`src/rtl/irq_timer_bank_if.sv`:
```
// CPU-side register bus of the interval timer bank: chip select, direction,
// address and data. Read data comes back one cycle after the access.
interface irq_timer_bank_if;
  logic       cs;
  logic       we;
  logic [4:0] addr;
  logic [7:0] din;
  logic [7:0] dout;

  modport master (output cs, we, addr, din, input dout);
  modport slave  (input cs, we, addr, din, output dout);
endinterface

```
`src/rtl/irq_timer_bank.sv`:
```
// Bank of NUM_CH down-counting interval timers sharing one prescaler, with a
// level IRQ built from per-channel status and interrupt enables.
module irq_timer_ch #(
  parameter int WIDTH = 8
) (
  input  logic             clk_sys,
  input  logic             reset_n,
  input  logic             tick_fast,
  input  logic             tick_slow,
  input  logic             wr_lo,
  input  logic             wr_hi,
  input  logic             wr_ctrl,
  input  logic             ack,
  input  logic [7:0]       din,
  output logic [WIDTH-1:0] count,
  output logic [3:0]       ctrl,
  output logic             status
);
  localparam logic [WIDTH-1:0] ONE = WIDTH'(1);

  logic [WIDTH-1:0] reload;
  logic [WIDTH-1:0] load_val;
  logic             tick;
  logic             zero_ev;
  logic             expire;

  // Wide counters stage the upper byte; the low-byte write commits the pair.
  if (WIDTH > 8) begin : g_hi
    logic [WIDTH-9:0] hi_latch;
    always_ff @(posedge clk_sys or negedge reset_n)
      if (!reset_n)   hi_latch <= '0;
      else if (wr_hi) hi_latch <= din[WIDTH-9:0];
    assign load_val = {hi_latch, din};
  end else begin : g_lo
    logic unused_hi;
    assign unused_hi = ^{wr_hi, din};
    assign load_val  = din[WIDTH-1:0];
  end

  assign tick    = ctrl[2] ? tick_slow : tick_fast;
  assign zero_ev = wr_lo & ctrl[0] & (load_val == '0);
  assign expire  = ~wr_lo & ctrl[0] & tick & (count == ONE);

  always_ff @(posedge clk_sys or negedge reset_n) begin
    if (!reset_n) begin
      count  <= '0;
      reload <= '0;
    end else if (wr_lo) begin
      count  <= load_val;
      reload <= load_val;
    end else if (ctrl[0] && tick && count != '0) begin
      if (count == ONE) count <= (ctrl[1] && reload != '0) ? reload : '0;
      else              count <= count - ONE;
    end
  end

  always_ff @(posedge clk_sys or negedge reset_n)
    if (!reset_n)     ctrl <= '0;
    else if (wr_ctrl) ctrl <= din[3:0];

  // A new event outranks an acknowledge landing in the same cycle.
  always_ff @(posedge clk_sys or negedge reset_n)
    if (!reset_n)               status <= 1'b0;
    else if (zero_ev || expire) status <= 1'b1;
    else if (ack)               status <= 1'b0;
endmodule

module irq_timer_bank #(
  parameter int NUM_CH      = 4,
  parameter int WIDTH       = 8,
  parameter int FAST_SHIFT  = 8,
  parameter int SLOW_SHIFT  = 14,
  parameter int ACK_ON_READ = 1
) (
  input  logic              clk_sys,
  input  logic              reset_n,
  input  logic              ce,
  irq_timer_bank_if.slave   bus,
  output logic              irq,
  output logic [NUM_CH-1:0] irq_vec
);
  localparam logic [4:0] STAT_ADDR = 5'(4 * NUM_CH);
  localparam logic       RD_ACK    = (ACK_ON_READ != 0);

  logic [SLOW_SHIFT-1:0]           psc;
  logic                            tick_fast, tick_slow;
  logic                            wr, rd, stat_sel;
  logic [NUM_CH-1:0][WIDTH-1:0]    count;
  logic [NUM_CH-1:0][3:0]          ctrl;
  logic [NUM_CH-1:0]               status, ien, ack;
  logic [7:0]                      rdata, dout_q;

  always_ff @(posedge clk_sys or negedge reset_n)
    if (!reset_n) psc <= '0;
    else if (ce)  psc <= psc + SLOW_SHIFT'(1);

  assign tick_fast = ce & (psc[FAST_SHIFT-1:0] == '0);
  assign tick_slow = ce & (psc == '0);

  assign wr       = bus.cs & bus.we;
  assign rd       = bus.cs & ~bus.we;
  assign stat_sel = (bus.addr == STAT_ADDR);

  for (genvar i = 0; i < NUM_CH; i++) begin : g_ch
    logic sel;
    assign sel = (bus.addr[4:2] == 3'(i));

    irq_timer_ch #(.WIDTH(WIDTH)) u_ch (
      .clk_sys   (clk_sys),
      .reset_n   (reset_n),
      .tick_fast (tick_fast),
      .tick_slow (tick_slow),
      .wr_lo     (wr & sel & (bus.addr[1:0] == 2'd0)),
      .wr_hi     (wr & sel & (bus.addr[1:0] == 2'd1)),
      .wr_ctrl   (wr & sel & (bus.addr[1:0] == 2'd2)),
      .ack       (ack[i]),
      .din       (bus.din),
      .count     (count[i]),
      .ctrl      (ctrl[i]),
      .status    (status[i])
    );

    assign ien[i] = ctrl[i][3];
    // On a read-ack, only bits that are 1 (and thus land in dout) get cleared.
    assign ack[i] = stat_sel & ((wr & bus.din[i]) | (rd & RD_ACK & status[i]));
  end

  always_comb begin
    logic [15:0] c16;
    rdata = '0;
    c16   = '0;
    if (stat_sel) rdata = 8'(status);
    for (int i = 0; i < NUM_CH; i++) begin
      if (bus.addr[4:2] == 3'(i)) begin
        c16 = 16'(count[i]);
        case (bus.addr[1:0])
          2'd0:    rdata = c16[7:0];
          2'd1:    rdata = c16[15:8];
          2'd2:    rdata = {4'd0, ctrl[i]};
          default: rdata = '0;
        endcase
      end
    end
  end

  always_ff @(posedge clk_sys or negedge reset_n)
    if (!reset_n) dout_q <= '0;
    else if (rd)  dout_q <= rdata;

  assign bus.dout = dout_q;
  assign irq      = |(status & ien);
  assign irq_vec  = status;
endmodule
```
`src/flat_wrapper.sv`:
```
// flat-port wrapper written by rule: the top's interface ports become plain ports
module irq_timer_bank_flat 
#(
  parameter int NUM_CH      = 4,
  parameter int WIDTH       = 8,
  parameter int FAST_SHIFT  = 8,
  parameter int SLOW_SHIFT  = 14,
  parameter int ACK_ON_READ = 1
)
  (clk_sys, reset_n, ce, irq, irq_vec, bus_cs, bus_we, bus_addr, bus_din, bus_dout);
  irq_timer_bank_if bus_i ();
  input  logic clk_sys;
  input  logic reset_n;
  input  logic ce;
  output logic irq;
  output logic [NUM_CH-1:0] irq_vec;
  input wire logic [$bits(bus_i.cs)-1:0] bus_cs;
  input wire logic [$bits(bus_i.we)-1:0] bus_we;
  input wire logic [$bits(bus_i.addr)-1:0] bus_addr;
  input wire logic [$bits(bus_i.din)-1:0] bus_din;
  output wire logic [$bits(bus_i.dout)-1:0] bus_dout;
  assign bus_i.cs = bus_cs;
  assign bus_i.we = bus_we;
  assign bus_i.addr = bus_addr;
  assign bus_i.din = bus_din;
  assign bus_dout = bus_i.dout;
  irq_timer_bank #(.NUM_CH(NUM_CH), .WIDTH(WIDTH), .FAST_SHIFT(FAST_SHIFT), .SLOW_SHIFT(SLOW_SHIFT), .ACK_ON_READ(ACK_ON_READ)) u_core (.clk_sys(clk_sys), .reset_n(reset_n), .ce(ce), .bus(bus_i), .irq(irq), .irq_vec(irq_vec));
endmodule
```
`config.mk`:
```
export PLATFORM = sky130hd
export DESIGN_NAME = irq_timer_bank_flat
export DESIGN_NICKNAME = d
export VERILOG_FILES = /design/src/rtl/irq_timer_bank_if.sv /design/src/rtl/irq_timer_bank.sv /design/src/flat_wrapper.sv
export SDC_FILE = /design/constraint.sdc
export NUM_CORES = 1
export LEC_CHECK = 0
export ABC_AREA = 1
export BUFFER_PORTS_ARGS = -buffer_cell sky130_fd_sc_hd__buf_2
export CORE_ASPECT_RATIO = 1.25
export CORE_UTILIZATION = 55
export DETAILED_ROUTE_END_ITERATION = 7
export HOLD_SLACK_MARGIN = 0.02
export PLACE_DENSITY = 0.73
export SYNTH_ARGS = -nofsm -noshare
export SYNTH_HDL_FRONTEND = slang
export SYNTH_SLANG_ARGS = --single-unit
```
`constraint.sdc`:
```
create_clock -name clk_sys -period 2.6 [get_ports clk_sys]
set_input_delay 0.13 -clock clk_sys [delete_from_list [all_inputs] [get_ports clk_sys]]
set_output_delay 0.13 -clock clk_sys [all_outputs]
set_load 0.01 [all_outputs]
```
==> reports/results.ini <==
[run_status]
outcome=finished, violations left
failed_checks=DRC

[clocking]
post_cts_buffers=0
cts_resized=0
cts_buffer_depth=2
cts_tree=built
cts_hold_buf=1
htreeDepth=3
root_buffer=clkbuf_16
clock-sinks=106
clock_latency_ps=350
clkSlewWorstSetupHoldPaths_ps=70
cts_buffers=9

[timing]
setup_viol_count_final=0
fin_crit_ps=1950
post-route-period-util=0.751
rsz0062_at_grt=false
tightestPinTransition_ps=570
fin_setup_tns_ps=0
finClkSkew_ps=5.24
hold_violations=0
timing.final.max_slew_violations=0
slew_headroom=0.619
max_freq_ghz=0.512

[synthesis]
synthFlopType=dfrtp_1
synthAdderAreaFrac=0.0196
synth_top_family_by_area=simple AND/OR/NAND/NOR gates
synth_seq_cells=106
async_reset_ff_frac=1.00
synth_largest_area_cell=dfrtp_1
synth-edff-count=0
yosysWarnings=0
synth_area_per_cell_sq_um=6.92
yosys.cell_count.top_type=nand2_1
synth_xor_area_frac=0.0164
synth_top_area_share=0.415
synth-compound-area-share=0.0822
synth.distinct_cells=33
syn_inst=923
post_synth_instance_area_sq_um=6390
synthTopCellsByCount=nand2_1 (369), dfrtp_1 (106), inv_1 (96)
synthSimpleGateAreaFrac=0.382
synthMuxAreaShare=0
syn_nets=951
synth.area.top_cells=dfrtp_1 (42%), nand2_1 (22%), nand3_1 (6.3%)
yosysSeqAreaShare=0.415

[final_layout]
fin_util=0.619
layout-drive-gt1-share=0.0848
syn_to_final_growth_pct=8.36
n_fill_cell=1042
final_nets=978
antenna_cells=0

[global_route]
grt_overflow=0
grt_use_met3=0.0513
antenna_found_initial=0
grt_busiest_layer=met2
grt_max_degree=64
grt_pass1_vias=5469
use_met2=0.446
gr-usage-all-layers=0.286
grt_pass1_wl_mm=26.8
use_met1=0.399

[worst_setup_path]
cp-start-kind=flop
rr_startpoint=u_core.g_ch[1].u_ch.count[1]
critPathCaptureType=flop
crit_type=flop to flop
cp-startpoint=u_core.g_ch[1].u_ch.count[1]
slowest_delay_ps=400
crit_slowest_cell=dfrtp_1
critPathArrivalTime_ps=2240
critPathRequiredTime_ps=2890
cp_cell_sequence=inv_1 -> ha_1 -> inv_1 -> nor3_1 -> nand2_1 -> nor2_1 -> nand3_1 -> nand3_1 -> nand2_1 -> nand2_1
path_common_cell=nand2_1
r2r_slack_ps=650
cp_max_fo=11

[die]
initial_utilization=0.571
core-area_sq_um=11200
dieHeight_um=123
io_pins=31
die_area_sq_um=12100
die_w_um=98.4
fp-row-count=43

[routing]
antenna_left=0
dr.first_iter.drc_count=373
vias=5927
first_pass_iters=7
avgRoutedWirePerCell_um=14.8
drc=3
drt_wl_total_mm=16.1
viasPerCell=5.44

[power]
clkPwrFrac=0.279
seq_power_share=0.446
p_sw_frac=0.354
p_total_w=0.00488
ir_drop_mv=0.456
p_leak_nw=3.77
power.density_nw_per_um2=705
intPower_w=0.00315
p_comb_frac=0.274
p_sw_w=0.00173

[min_path]
worstHoldStart=ce
min_path_type=input port to flop

[place]
hpwl_mm=11.9
port_buffers=30
gp_congestion=0.881

[job]
maxCapViolCount=0

[registers in the layout, indices dropped and copies added (netlist names)]
name	count
u_core.bus.dout	8
u_core.g_ch.u_ch.count	32
u_core.g_ch.u_ch.ctrl	16
u_core.g_ch.u_ch.reload	32
u_core.g_ch.u_ch.status	4
u_core.psc	14
[critical path: cells and delay by family (launching register included)]
| kind | cells | cell delay (ps) |
|---|---|---|
| DFF | 1 | 400 |
| and+or+nand+nor | 7 | 1180 |
| adders and majority gates | 1 | 150 |
| buffers and inverters | 2 | 150 |
[cells by family (layout without fill, tap and decap cells)]
logic type,count (synthesis),after routing
simple gates,575,575
buf+inv,124,156
flops,106,106
compound gates,96,96
xor+xnor,12,12
fa+ha+maj,10,10
[power by group through the flow]
stage	clock (W)	sequential, W	combinational [W]
floorplan	0	0.00213	0.00102
global placement	0	0.00220	0.00130
detailed placement	0	0.00220	0.00132
CTS	0.00139	0.00217	0.00133
global route	0.00145	0.00221	0.00155
finish	0.00136	0.00218	0.00134
[per-stage QoR]
stage | instances | hold WS, ps | cell area [sq um] | setup WS, ps
floorplan | 923 | -166 | 6390 | 1060
global placement | 1073 | 164 | 6610 | 755
detailed placement | 1073 | 165 | 6610 | 712
CTS | 1090 | 50.2 | 6930 | 702
global route | 1090 | 60.9 | 6930 | 434
finish | 1090 | 58.6 | 6930 | 648
[worst paths after layout]
path | endpoint | cells after the start
min reg2reg | u_core.bus.dout[6] | 2
min | u_core.psc[0] | 2
max in group asynchronous | u_core.g_ch[2].u_ch.count[5] | 3
max | u_core.g_ch[1].u_ch.count[1] | 10
max reg2reg | u_core.g_ch[1].u_ch.count[1] | 10
min in group asynchronous | u_core.g_ch[0].u_ch.count[1] | 2
[placed cells by master (no fill, tap or decap)]
master / Yosys / layout
inv_4: 1 / 1
nand3_2: 2 / 2
nand4_1: 24 / 24
nand3_4: 2 / 2
dlygate4sd3_1: 0 / 1
buf_12: 0 / 1
clkinv_2: 1 / 2
nor3_2: 1 / 1
clkinv_4: 0 / 1
xnor2_1: 1 / 1
nor2_2: 5 / 5
clkbuf_16: 0 / 9
inv_1: 96 / 96
buf_4: 7 / 4
nand2_2: 7 / 7
nor2_1: 74 / 74
xor2_1: 11 / 11
and2_1: 1 / 1
o22ai_1: 8 / 8
nand3_1: 80 / 80
nand2_1: 369 / 369
dfrtp_1: 106 / 106
a21oi_1: 5 / 5
clkinvlp_4: 0 / 1
nor2_4: 4 / 4
buf_2: 5 / 29
and2_0: 2 / 2
clkbuf_8: 0 / 4
nand2_4: 1 / 1
o21ai_1: 4 / 4
o211ai_1: 5 / 5
a221o_1: 1 / 1
a211oi_1: 7 / 7
inv_2: 7 / 7
nor3_1: 3 / 3
ha_1: 10 / 10
o21ai_0: 66 / 66
[layer usage]
metal	part of all wire	up-vias
met2	0.45	188
met4	0.032	0
met5	0	-
met1	0.46	2694
li1	-	3005
met3	0.057	40
[cell type report]
class                   instances  area [sq um]  share of cell area
inverters                     105           398              0.0575
clock inverters                 3          21.3             0.00307
repair buffers                 35           205              0.0296
flip-flops and latches        106          2650               0.383
well taps                     135           169              0.0244
multi-input cells             693          3200               0.462
clock buffers                  13           280              0.0405
Note: power is estimated with default switching activity, not from simulation.
